## config.mk

```make
export PLATFORM = sky130hd
export DESIGN_NAME = mem_access_unit
export DESIGN_NICKNAME = d
export VERILOG_FILES = /design/src/rtl/mem_access_unit_pkg.sv /design/src/rtl/mem_access_unit_decoder.sv /design/src/rtl/mem_access_unit.sv
export SDC_FILE = /design/constraint.sdc
export NUM_CORES = 1
export LEC_CHECK = 0
export CORE_MARGIN = 2
export CORE_UTILIZATION = 30
export DETAILED_ROUTE_END_ITERATION = 8
export PLACE_DENSITY = 0.66
export SYNTH_ARGS = -nofsm -noshare
export SYNTH_HDL_FRONTEND = slang
export SYNTH_SLANG_ARGS = --single-unit
export TNS_END_PERCENT = 5
```

## constraint.sdc

```tcl
create_clock -name clk -period 2.49 [get_ports clk]
set_clock_uncertainty 0.2 [all_clocks]
set_input_delay 0.3735 -clock clk [delete_from_list [all_inputs] [get_ports clk]]
set_output_delay 0.3735 -clock clk [all_outputs]
set_load 0.005 [all_outputs]
```

## src/rtl/mem_access_unit_pkg.sv

```systemverilog
// rtl/mem_access_unit_pkg.sv - shared ALU codes, memory access types and lane helpers
package mem_access_unit_pkg;

  // Non-memory codes, enough to exercise the discard path
  localparam logic [5:0] ALU_ADD = 6'd0;
  localparam logic [5:0] ALU_SUB = 6'd1;

  // Memory codes, contiguous from ALU_LB to ALU_SW
  localparam logic [5:0] ALU_LB  = 6'd16;
  localparam logic [5:0] ALU_LH  = 6'd17;
  localparam logic [5:0] ALU_LW  = 6'd18;
  localparam logic [5:0] ALU_LBU = 6'd19;
  localparam logic [5:0] ALU_LHU = 6'd20;
  localparam logic [5:0] ALU_SB  = 6'd21;
  localparam logic [5:0] ALU_SH  = 6'd22;
  localparam logic [5:0] ALU_SW  = 6'd23;

  typedef enum logic [1:0] {
    MEM_BYTE,
    MEM_HALF,
    MEM_WORD
  } mem_access_size_e;

  typedef struct packed {
    logic             is_load;
    logic             is_store;
    mem_access_size_e size;
    logic             is_unsigned;
  } mem_access_ctrl_t;

  typedef enum logic {
    MEM_IDLE,
    MEM_WAIT
  } mem_access_state_e;

  // Byte lanes touched by an access; loads and stores share the pattern
  function automatic logic [3:0] byte_enables(input mem_access_size_e size, input logic [1:0] ofs);
    case (size)
      MEM_BYTE: byte_enables = 4'b0001 << ofs;
      MEM_HALF: byte_enables = ofs[1] ? 4'b1100 : 4'b0011;
      default:  byte_enables = 4'b1111;
    endcase
  endfunction

  // Replicate narrow store data so every lane carries it regardless of offset
  function automatic logic [31:0] store_lanes(input mem_access_size_e size, input logic [31:0] data);
    case (size)
      MEM_BYTE: store_lanes = {4{data[7:0]}};
      MEM_HALF: store_lanes = {2{data[15:0]}};
      default:  store_lanes = data;
    endcase
  endfunction

endpackage

```

## src/rtl/mem_access_unit_decoder.sv

```systemverilog
// rtl/mem_access_unit_decoder.sv - ALU code to memory access control decode
module mem_access_decoder
  import mem_access_unit_pkg::*;
(
  input  logic [5:0]       aluCode,
  output mem_access_ctrl_t ctrl
);

  // Non-memory codes leave both is_load and is_store clear
  always_comb begin
    ctrl = '0;
    case (aluCode)
      ALU_LB:  begin ctrl.is_load  = 1'b1; ctrl.size = MEM_BYTE; end
      ALU_LH:  begin ctrl.is_load  = 1'b1; ctrl.size = MEM_HALF; end
      ALU_LW:  begin ctrl.is_load  = 1'b1; ctrl.size = MEM_WORD; end
      ALU_LBU: begin ctrl.is_load  = 1'b1; ctrl.size = MEM_BYTE; ctrl.is_unsigned = 1'b1; end
      ALU_LHU: begin ctrl.is_load  = 1'b1; ctrl.size = MEM_HALF; ctrl.is_unsigned = 1'b1; end
      ALU_SB:  begin ctrl.is_store = 1'b1; ctrl.size = MEM_BYTE; end
      ALU_SH:  begin ctrl.is_store = 1'b1; ctrl.size = MEM_HALF; end
      ALU_SW:  begin ctrl.is_store = 1'b1; ctrl.size = MEM_WORD; end
      default: ctrl = '0;
    endcase
  end

endmodule

```

## src/rtl/mem_access_unit.sv

```systemverilog
// rtl/mem_access_unit.sv - load/store sequencer between EX and the data-memory port
module mem_access_unit
  import mem_access_unit_pkg::*;
#(
  parameter int TIMEOUT_CYCLES = 256
) (
  input  logic        clk,
  input  logic        rst,
  input  logic        reqValid,
  output logic        reqReady,
  input  logic [5:0]  aluCode,
  input  logic [31:0] addr,
  input  logic [31:0] storeData,
  input  logic [4:0]  rd,
  output logic        memReq,
  output logic        memWe,
  output logic [31:0] memAddr,
  output logic [31:0] memWdata,
  output logic [3:0]  memBe,
  input  logic        memAck,
  input  logic [31:0] memRdata,
  output logic        wbValid,
  output logic [4:0]  wbRd,
  output logic [31:0] wbData,
  output logic        misaligned,
  output logic        memTimeout
);

  localparam int             CW         = (TIMEOUT_CYCLES > 1) ? $clog2(TIMEOUT_CYCLES) : 1;
  localparam logic [CW-1:0]  LIMIT      = CW'(TIMEOUT_CYCLES - 1);
  localparam logic           TIMEOUT_EN = (TIMEOUT_CYCLES > 0);

  mem_access_state_e state, state_next;
  mem_access_ctrl_t  ctrl;
  logic              is_misaligned, start, fault, done, abort;
  logic [CW-1:0]     cnt;
  logic              load_q, unsigned_q;
  mem_access_size_e  size_q;
  logic [1:0]        ofs_q;
  logic [4:0]        rd_q;
  logic [31:0]       load_data;
  logic [7:0]        lane_byte;
  logic [15:0]       lane_half;

  mem_access_decoder u_decoder (
    .aluCode (aluCode),
    .ctrl    (ctrl)
  );

  assign is_misaligned = (ctrl.size == MEM_HALF && addr[0]) ||
                         (ctrl.size == MEM_WORD && addr[1:0] != 2'b00);
  assign reqReady      = (state == MEM_IDLE);
  assign memReq        = (state == MEM_WAIT);

  // State register
  always_ff @(posedge clk) begin
    if (rst) state <= MEM_IDLE;
    else     state <= state_next;
  end

  // Next state: accept/decode in IDLE, completion or timeout abort in WAIT (ack beats timeout)
  always_comb begin
    state_next = state;
    start      = 1'b0;
    fault      = 1'b0;
    done       = 1'b0;
    abort      = 1'b0;
    case (state)
      MEM_IDLE: begin
        if (reqValid && (ctrl.is_load || ctrl.is_store)) begin
          if (is_misaligned) begin
            fault = 1'b1;
          end else begin
            start      = 1'b1;
            state_next = MEM_WAIT;
          end
        end
      end
      MEM_WAIT: begin
        if (memAck) begin
          done       = 1'b1;
          state_next = MEM_IDLE;
        end else if (TIMEOUT_EN && cnt == LIMIT) begin
          abort      = 1'b1;
          state_next = MEM_IDLE;
        end
      end
      default: state_next = MEM_IDLE;
    endcase
  end

  // Wait-cycle counter, zero on the first WAIT cycle of every access
  always_ff @(posedge clk) begin
    if (rst || state != MEM_WAIT || memAck) cnt <= '0;
    else                                    cnt <= cnt + 1'b1;
  end

  // Select and extend the addressed lane of the returned word
  always_comb begin
    lane_byte = memRdata[{ofs_q, 3'b000} +: 8];
    lane_half = ofs_q[1] ? memRdata[31:16] : memRdata[15:0];
    case (size_q)
      MEM_BYTE: load_data = unsigned_q ? {24'd0, lane_byte} : {{24{lane_byte[7]}}, lane_byte};
      MEM_HALF: load_data = unsigned_q ? {16'd0, lane_half} : {{16{lane_half[15]}}, lane_half};
      default:  load_data = memRdata;
    endcase
  end

  // Bus registers captured at accept, write-back and flag pulses
  always_ff @(posedge clk) begin
    if (rst) begin
      memWe      <= 1'b0;
      memAddr    <= '0;
      memWdata   <= '0;
      memBe      <= '0;
      wbValid    <= 1'b0;
      wbRd       <= '0;
      wbData     <= '0;
      misaligned <= 1'b0;
      memTimeout <= 1'b0;
      load_q     <= 1'b0;
      unsigned_q <= 1'b0;
      size_q     <= MEM_WORD;
      ofs_q      <= '0;
      rd_q       <= '0;
    end else begin
      wbValid    <= done && load_q;
      misaligned <= fault;
      memTimeout <= abort;
      if (start) begin
        memWe      <= ctrl.is_store;
        memAddr    <= {addr[31:2], 2'b00};
        memWdata   <= store_lanes(ctrl.size, storeData);
        memBe      <= byte_enables(ctrl.size, addr[1:0]);
        load_q     <= ctrl.is_load;
        unsigned_q <= ctrl.is_unsigned;
        size_q     <= ctrl.size;
        ofs_q      <= addr[1:0];
        rd_q       <= rd;
      end
      if (done && load_q) begin
        wbRd   <= rd_q;
        wbData <= load_data;
      end
    end
  end

endmodule
```

Word level (Yosys, flattened, before mapping)
Index checks and enable logic that the tools add are counted.
{"block": "totals", "ff_bits": 127, "latchBits": 0, "mem_bits_rw": 0, "mem_bits_ro": 0, "inputBits": 111, "output_inout_bits": 111, "wordCells": 72, "mem_count": 0}
{"block": "op_classes", "n_addsub": 1, "multipliers": 0, "div_mod_pow": 0, "magnitude_cmp": 0, "eq_ne": 12, "n_shift": 2, "n_mux": 21, "n_bitwise": 2, "n_reduce_logical": 18}
{"operator": "one-hot mux 32 bit (2 select lines)", "count": 2}
{"operator": "2-to-1 mux 32 bit", "count": 2}
{"operator": "== test 6 x 5 -> 1 bit (second input constant)", "count": 8}
{"operator": "variable part select 32 x 6 -> 8 bit", "count": 1}
{"operator": "2-to-1 mux 16 bit", "count": 1}
{"operator": "2-to-1 mux 1 bit", "count": 12}
{"operator": "OR reduction 3 bit", "count": 4}
{"operator": "adder 8 x 1 -> 8 bit (second input constant)", "count": 1}
{"operator": "== test 8 bit (second input constant)", "count": 1}
{"operator": "one-hot mux 4 bit (2 select lines)", "count": 1}
{"operator": "OR reduction 5 bit", "count": 1}
{"operator": "== test 2 x 1 -> 1 bit (second input constant)", "count": 2}
{"operator": "logical AND 1 bit", "count": 4}
{"operator": "logical NOT 2 bit", "count": 2}
{"operator": "logical OR 1 bit", "count": 4}
{"operator": "2-to-1 mux 4 bit", "count": 1}
{"operator": "one-hot mux 2 bit (2 select lines)", "count": 1}
{"operator": "OR reduction 2 bit", "count": 2}
{"operator": "<< shifter 1 x 2 -> 4 bit (first input constant)", "count": 1}
{"operator": "== test 2 bit (second input constant)", "count": 1}
{"operator": "inverter 1 bit", "count": 2}
{"operator": "one-hot mux 1 bit (2 select lines)", "count": 1}
{"operator": "nonzero test 2 bit", "count": 1}

Logic depth before layout (Yosys ltp)
{"block": "logic_depth", "ltp_word": 9, "mapped_depth": 8, "mapped_depth_nobuf": 5}

Hierarchy
From an unflattened synthesis, not the netlist that was laid out.
{"block": "unflattened", "hier_cells": 676, "area_unflattened_um2": 5761.8}
{"module": "mem_access_unit", "instances": 1, "cells_per_inst": 664, "area_each_um2": 5669.2}
{"module": "mem_access_decoder", "instances": 1, "cells_per_inst": 12, "area_each_um2": 92.6}

Worst setup path before layout
No wires, ideal clock.
{"block": "synth_timing", "path_type": "in2reg", "start": "input port aluCode[0]", "end": "register unsigned_q", "setup_time_ns": 0.130, "arrival_time_ns": 1.609, "required_time_ns": 2.160, "slack_ns": 0.551, "cell_stages": 8, "cell_sequence": "buf_6 or3_1 nand4_2 buf_6 o21bai_4 buf_6 a311oi_1 nor3_1"}
{"block": "synth_between", "elab_chain_len": 9, "word_cells_on_any_way": 27, "cone_classes": "eq/ne (10); mux (7); reduce/logical (10)"}
{"item": "start: declaration", "line": "mem_access_unit.sv:11", "text": "input logic [5:0] aluCode,"}
{"item": "== test 6 x 5 -> 1 bit", "line": "mem_access_unit_decoder.sv:12", "text": "case (aluCode)"}
{"item": "OR reduction 3 bit (no source line) / OR reduction 2 bit (equally long branches)"}
{"item": "one-hot mux 2 bit (2 select lines)", "line": "mem_access_unit_decoder.sv:12"}
{"item": "== test 2 x 1 -> 1 bit / == test 2 bit (equally long branches)", "line": "mem_access_unit.sv:50, mem_access_unit.sv:51"}
{"item": "logical AND 1 bit (on tied branches)", "line": "mem_access_unit.sv:50, mem_access_unit.sv:51"}
{"item": "logical OR 1 bit", "line": "mem_access_unit.sv:50", "text": "assign is_misaligned = (ctrl.size == MEM_HALF && addr[0]) ||"}
{"item": "2-to-1 mux 1 bit", "line": "mem_access_unit.sv:71", "text": "if (is_misaligned) begin"}
{"item": "2-to-1 mux 1 bit", "line": "mem_access_unit.sv:70", "text": "if (reqValid && (ctrl.is_load || ctrl.is_store)) begin"}
{"item": "2-to-1 mux 1 bit", "line": "mem_access_unit.sv:68", "text": "case (state)"}
{"item": "end signal: assignment", "line": "mem_access_unit.sv:136", "text": "unsigned_q <= ctrl.is_unsigned;"}
{"item": "end: declaration", "line": "mem_access_unit.sv:37", "text": "logic load_q, unsigned_q;"}
Parallel ways exist; a longest one is shown, timed or not.
A chain may end at the register's enable or synchronous reset.

Worst setup path after layout
{"block": "layout_timing", "start": "input port aluCode[0]", "end": "register memWdata[12]"}
{"block": "layout_between", "elab_chain_len": 9, "word_cells_on_any_way": 27, "cone_classes": "eq/ne (10); mux (7); reduce/logical (10)"}
{"item": "== test 6 x 5 -> 1 bit", "line": "mem_access_unit_decoder.sv:12"}
{"item": "OR reduction 3 bit (no source line) / OR reduction 2 bit (equally long branches)"}
{"item": "one-hot mux 2 bit (2 select lines)", "line": "mem_access_unit_decoder.sv:12"}
{"item": "== test 2 x 1 -> 1 bit / == test 2 bit (equally long branches)", "line": "mem_access_unit_pkg.sv:47, mem_access_unit.sv:50, mem_access_unit.sv:51"}
{"item": "logical AND 1 bit (on tied branches)", "line": "mem_access_unit.sv:50, mem_access_unit.sv:51"}
{"item": "logical OR 1 bit", "line": "mem_access_unit.sv:50"}
{"item": "2-to-1 mux 1 bit", "line": "mem_access_unit.sv:71"}
{"item": "2-to-1 mux 1 bit", "line": "mem_access_unit.sv:70"}
{"item": "2-to-1 mux 1 bit", "line": "mem_access_unit.sv:68"}
{"item": "end signal: assignment", "line": "mem_access_unit.sv:133", "text": "memWdata <= store_lanes(ctrl.size, storeData);"}
{"item": "end: declaration", "line": "mem_access_unit.sv:18", "text": "output logic [31:0] memWdata,"}
Parallel ways exist; a longest one is shown, timed or not.

==> results.md <==
* Status: finished clean
* Max Fanout on Critical Path at 14
* Share of cells above drive strength 1 at 0.113
* Die ar. at 19,500 um^2
* Largest net degree at the start of global routing at 45
* H-tree depth at 4
* Util after Layout at 0.481
* Setup crit end: memWdata[12]
* Final period util at 0.834
* Setup violations, final at 0
* Worst slew pin tran at ~520 ps
* DR iter-0 viols at 329
* Maximum vdd drop at 0.457 mV
* R2R Setup Slk at ~600 ps
* Mapped Area at 5520 um^2
* Synth Area per Inst at 8.56 um^2
* Post-synth EDFFs at 0
* CTS Sinks at 127
* Number of top-level pins at 222
* Clock slew at reported path FFs at 60 ps
* Async SR Flop Fraction at 0
* CP Capture Type: register
* Synth Flop Type: dfxtp_1
* Worst Setup SP: aluCode[0]
* Die Span Y at 140 um
* Longest Clk Path Bufs at 2
* Fmax at between 0.4 and 0.5 GHz
* Worst skew pair latency at 410 ps
* TritonCTS clock tree: yes
* Relative slew slack at 0.654
* Number of max-cap violations at 0
* Critical-path top delay cell: clkdlybuf4s50_1
* First-pass GRT wire length at ~27 mm
* Post-CTS Hold Buffers at 0
* Core outline area at between 15,000 and 20,000 um^2
* CTS root buffer: clkbuf_16
* Vias per Instance at 4.82
* Power Density at between 600 and 700 nW/um^2
* Nets@finish at 972
* Pleak at 3.06 nW
* Number of cell rows at slightly below 50
* Synth warn at 0
* RSZ-0062 raised after global routing: false
* GRT Util Overall at 0.174
* Post-CTS sizing at 0
* Seq/Total Area, Yosys at 0.460
* Area delta synth->final at 57.0%
* Cts bufs inserted at 17
* Crit-path cells: clkdlybuf4s50_1, or3_1, nand4_2, o21ba_4, buf_4, nor2_1, a211oi_2
* FF+latch count, synth at 127
* Total grt overflow at 0
* Initial Util at 0.306
* Slowest stage delay, CP at 480 ps
* Final hold vios at 0
* Routed WL at 17.1 mm
* Post-CTS Setup Bufs at 0
* R2R cell count at 5
* Reg-to-reg endpoint: wbData[11]
* Post-route ant nets at 0
* Post-synthesis cell type count at 46
* Initial antenna violation count at 0
* Via Count at 5,316
* Hpwl dp at 12.2 mm
* Crit path DAT at 2220 ps
* Vias in the first global route at 5,118
* RePlAce Congestion at 0.826
* Startpoint class of the critical path: primary input
* TritonRoute pass-1 iters at 5
* FF-to-FF Start: ofs_q[1]
* Buffers on Ports at about 220
* Cell count after synthesis at 645
* # diodes at 0
* DRC Markers at 0
* Hold Path Class: primary input to register
* Max Transition Viols Final at 0
* Minimum clock period at 2080 ps
* Worst Path Required at 2630 ps
* Setup CP Type: primary input to register
* Die X-Extent at 140 um
* DR WL/cell at roughly 16 um
* Setup_tns at 0 ps
## worst max-delay path: cells and delay by family
kind,cells,cell delay (ps)
buf+inv,2,710
simple gates,3,680
compound gates,2,450
## layer usage
layer	wire length, um	global-route usage	part of all wire
met1	7510	0.224	0.44
met2	7520	0.266	0.44
met3	1780	0.0695	0.10
met4	310	0.0621	0.018
met5	0	0	0
## worst min-delay path by stage
stage                     from  cells after the start  slack (ps)         end
finish                     rst                      2         240     wbValid
global route               rst                      2         230   wbData[1]
CTS                        rst                      2         220   wbData[6]
detailed placement  memAddr[5]                      2         250  memAddr[5]
global placement       rd_q[3]                      2         240     wbRd[3]
floorplan              rd_q[0]                      2         230     wbRd[0]
## metrics by stage
stage | setup slack, ps | power [mW] | cell area, um^2 | hold WS, ps | std cells
final | 413 | 5.45 | 8670 | 238 | 1102
after global routing | 289 | 5.66 | 8670 | 230 | 1102
after CTS | 418 | 5.52 | 8670 | 218 | 1102
after detailed placement | -26.8 | 2.64 | 7990 | 246 | 1070
after global placement | 14.3 | 2.64 | 7990 | 239 | 1070
after floorplan | 551 | 2.33 | 5530 | 232 | 646
## cell families after synthesis
| family | share of synthesized area |
|---|---|
| adder cells (fa/ha/maj) | 0.00227 |
| other | 0.000679 |
| buffers and inverters | 0.0666 |
| multiplexers | 0.0369 |
| XOR/XNOR | 0.0111 |
| AND/OR/NAND/NOR | 0.187 |
| AO/OA/AOI/OAI | 0.235 |
| flip-flops | 0.460 |
## Yosys cell counts (2+ instances only)
library cell  count  area, um^2
dfxtp_1         127        2540
and3_1           12        75.1
buf_6            12         135
a21oi_1          85         425
nor3_1            3        15.0
nor2b_1           2        12.5
nand2_1         145         544
a222oi_1          8        80.1
inv_1            12        45.0
xnor2_1           2        17.5
xor2_1            5        43.8
clkbuf_1         26        97.6
a32oi_1           7        61.3
o221ai_1          7        61.3
nor2_1           59         221
nand2b_1          2        12.5
a211oi_2         27         338
o21ai_0          29         145
buf_4             6        45.0
nand3_1           7        35.0
nand3b_1          5        37.5
a211oi_1          8        60.1
mux2i_1          17         170
o21bai_1          2        15.0
buf_2             9        45.0
## area by class of cell
type                    instances  area [um^2]
well taps                     229          287
fillers                      1756         9360
clock buffers                  18          439
inverters                      12         45.0
clock inverters                14          239
repair buffers                248         2490
flip-flops and latches        127         2540
multi-input cells             454         2620
## layout by cell type, fill, tap and decap left out, types with 3 or more instances in the layout
master	Yosys	layout
a211oi_1	8	8
a211oi_2	27	27
a21oi_1	85	85
a222oi_1	8	8
a32oi_1	7	7
and3_1	12	12
buf_12	0	7
buf_4	6	23
bufinv_16	0	6
clkbuf_16	0	17
clkdlybuf4s50_1	0	218
clkinv_4	0	3
clkinvlp_4	0	3
dfxtp_1	127	127
inv_1	12	12
mux2i_1	17	17
nand2_1	145	145
nand3_1	7	7
nand3b_1	5	5
nor2_1	59	59
nor3_1	3	3
o21ai_0	29	29
o221ai_1	7	7
xor2_1	5	5
## flip-flops by register name, summed over array words and instances (netlist names)
signal,count
memWdata,32
wbValid,1
unsigned_q,1
memBe,4
memTimeout,1
wbRd,5
misaligned,1
ofs_q,2
load_q,1
memReq,1
size_q,2
memWe,1
cnt,8
wbData,32
memAddr,30
rd_q,5
## power by group
group	internal (mW)	total (mW)	switching [mW]
Clock	1.90	2.86	0.954
Combinational	0.287	0.506	0.219
Sequential	2.07	2.09	0.0207
(Power assumes the default switching activity.)
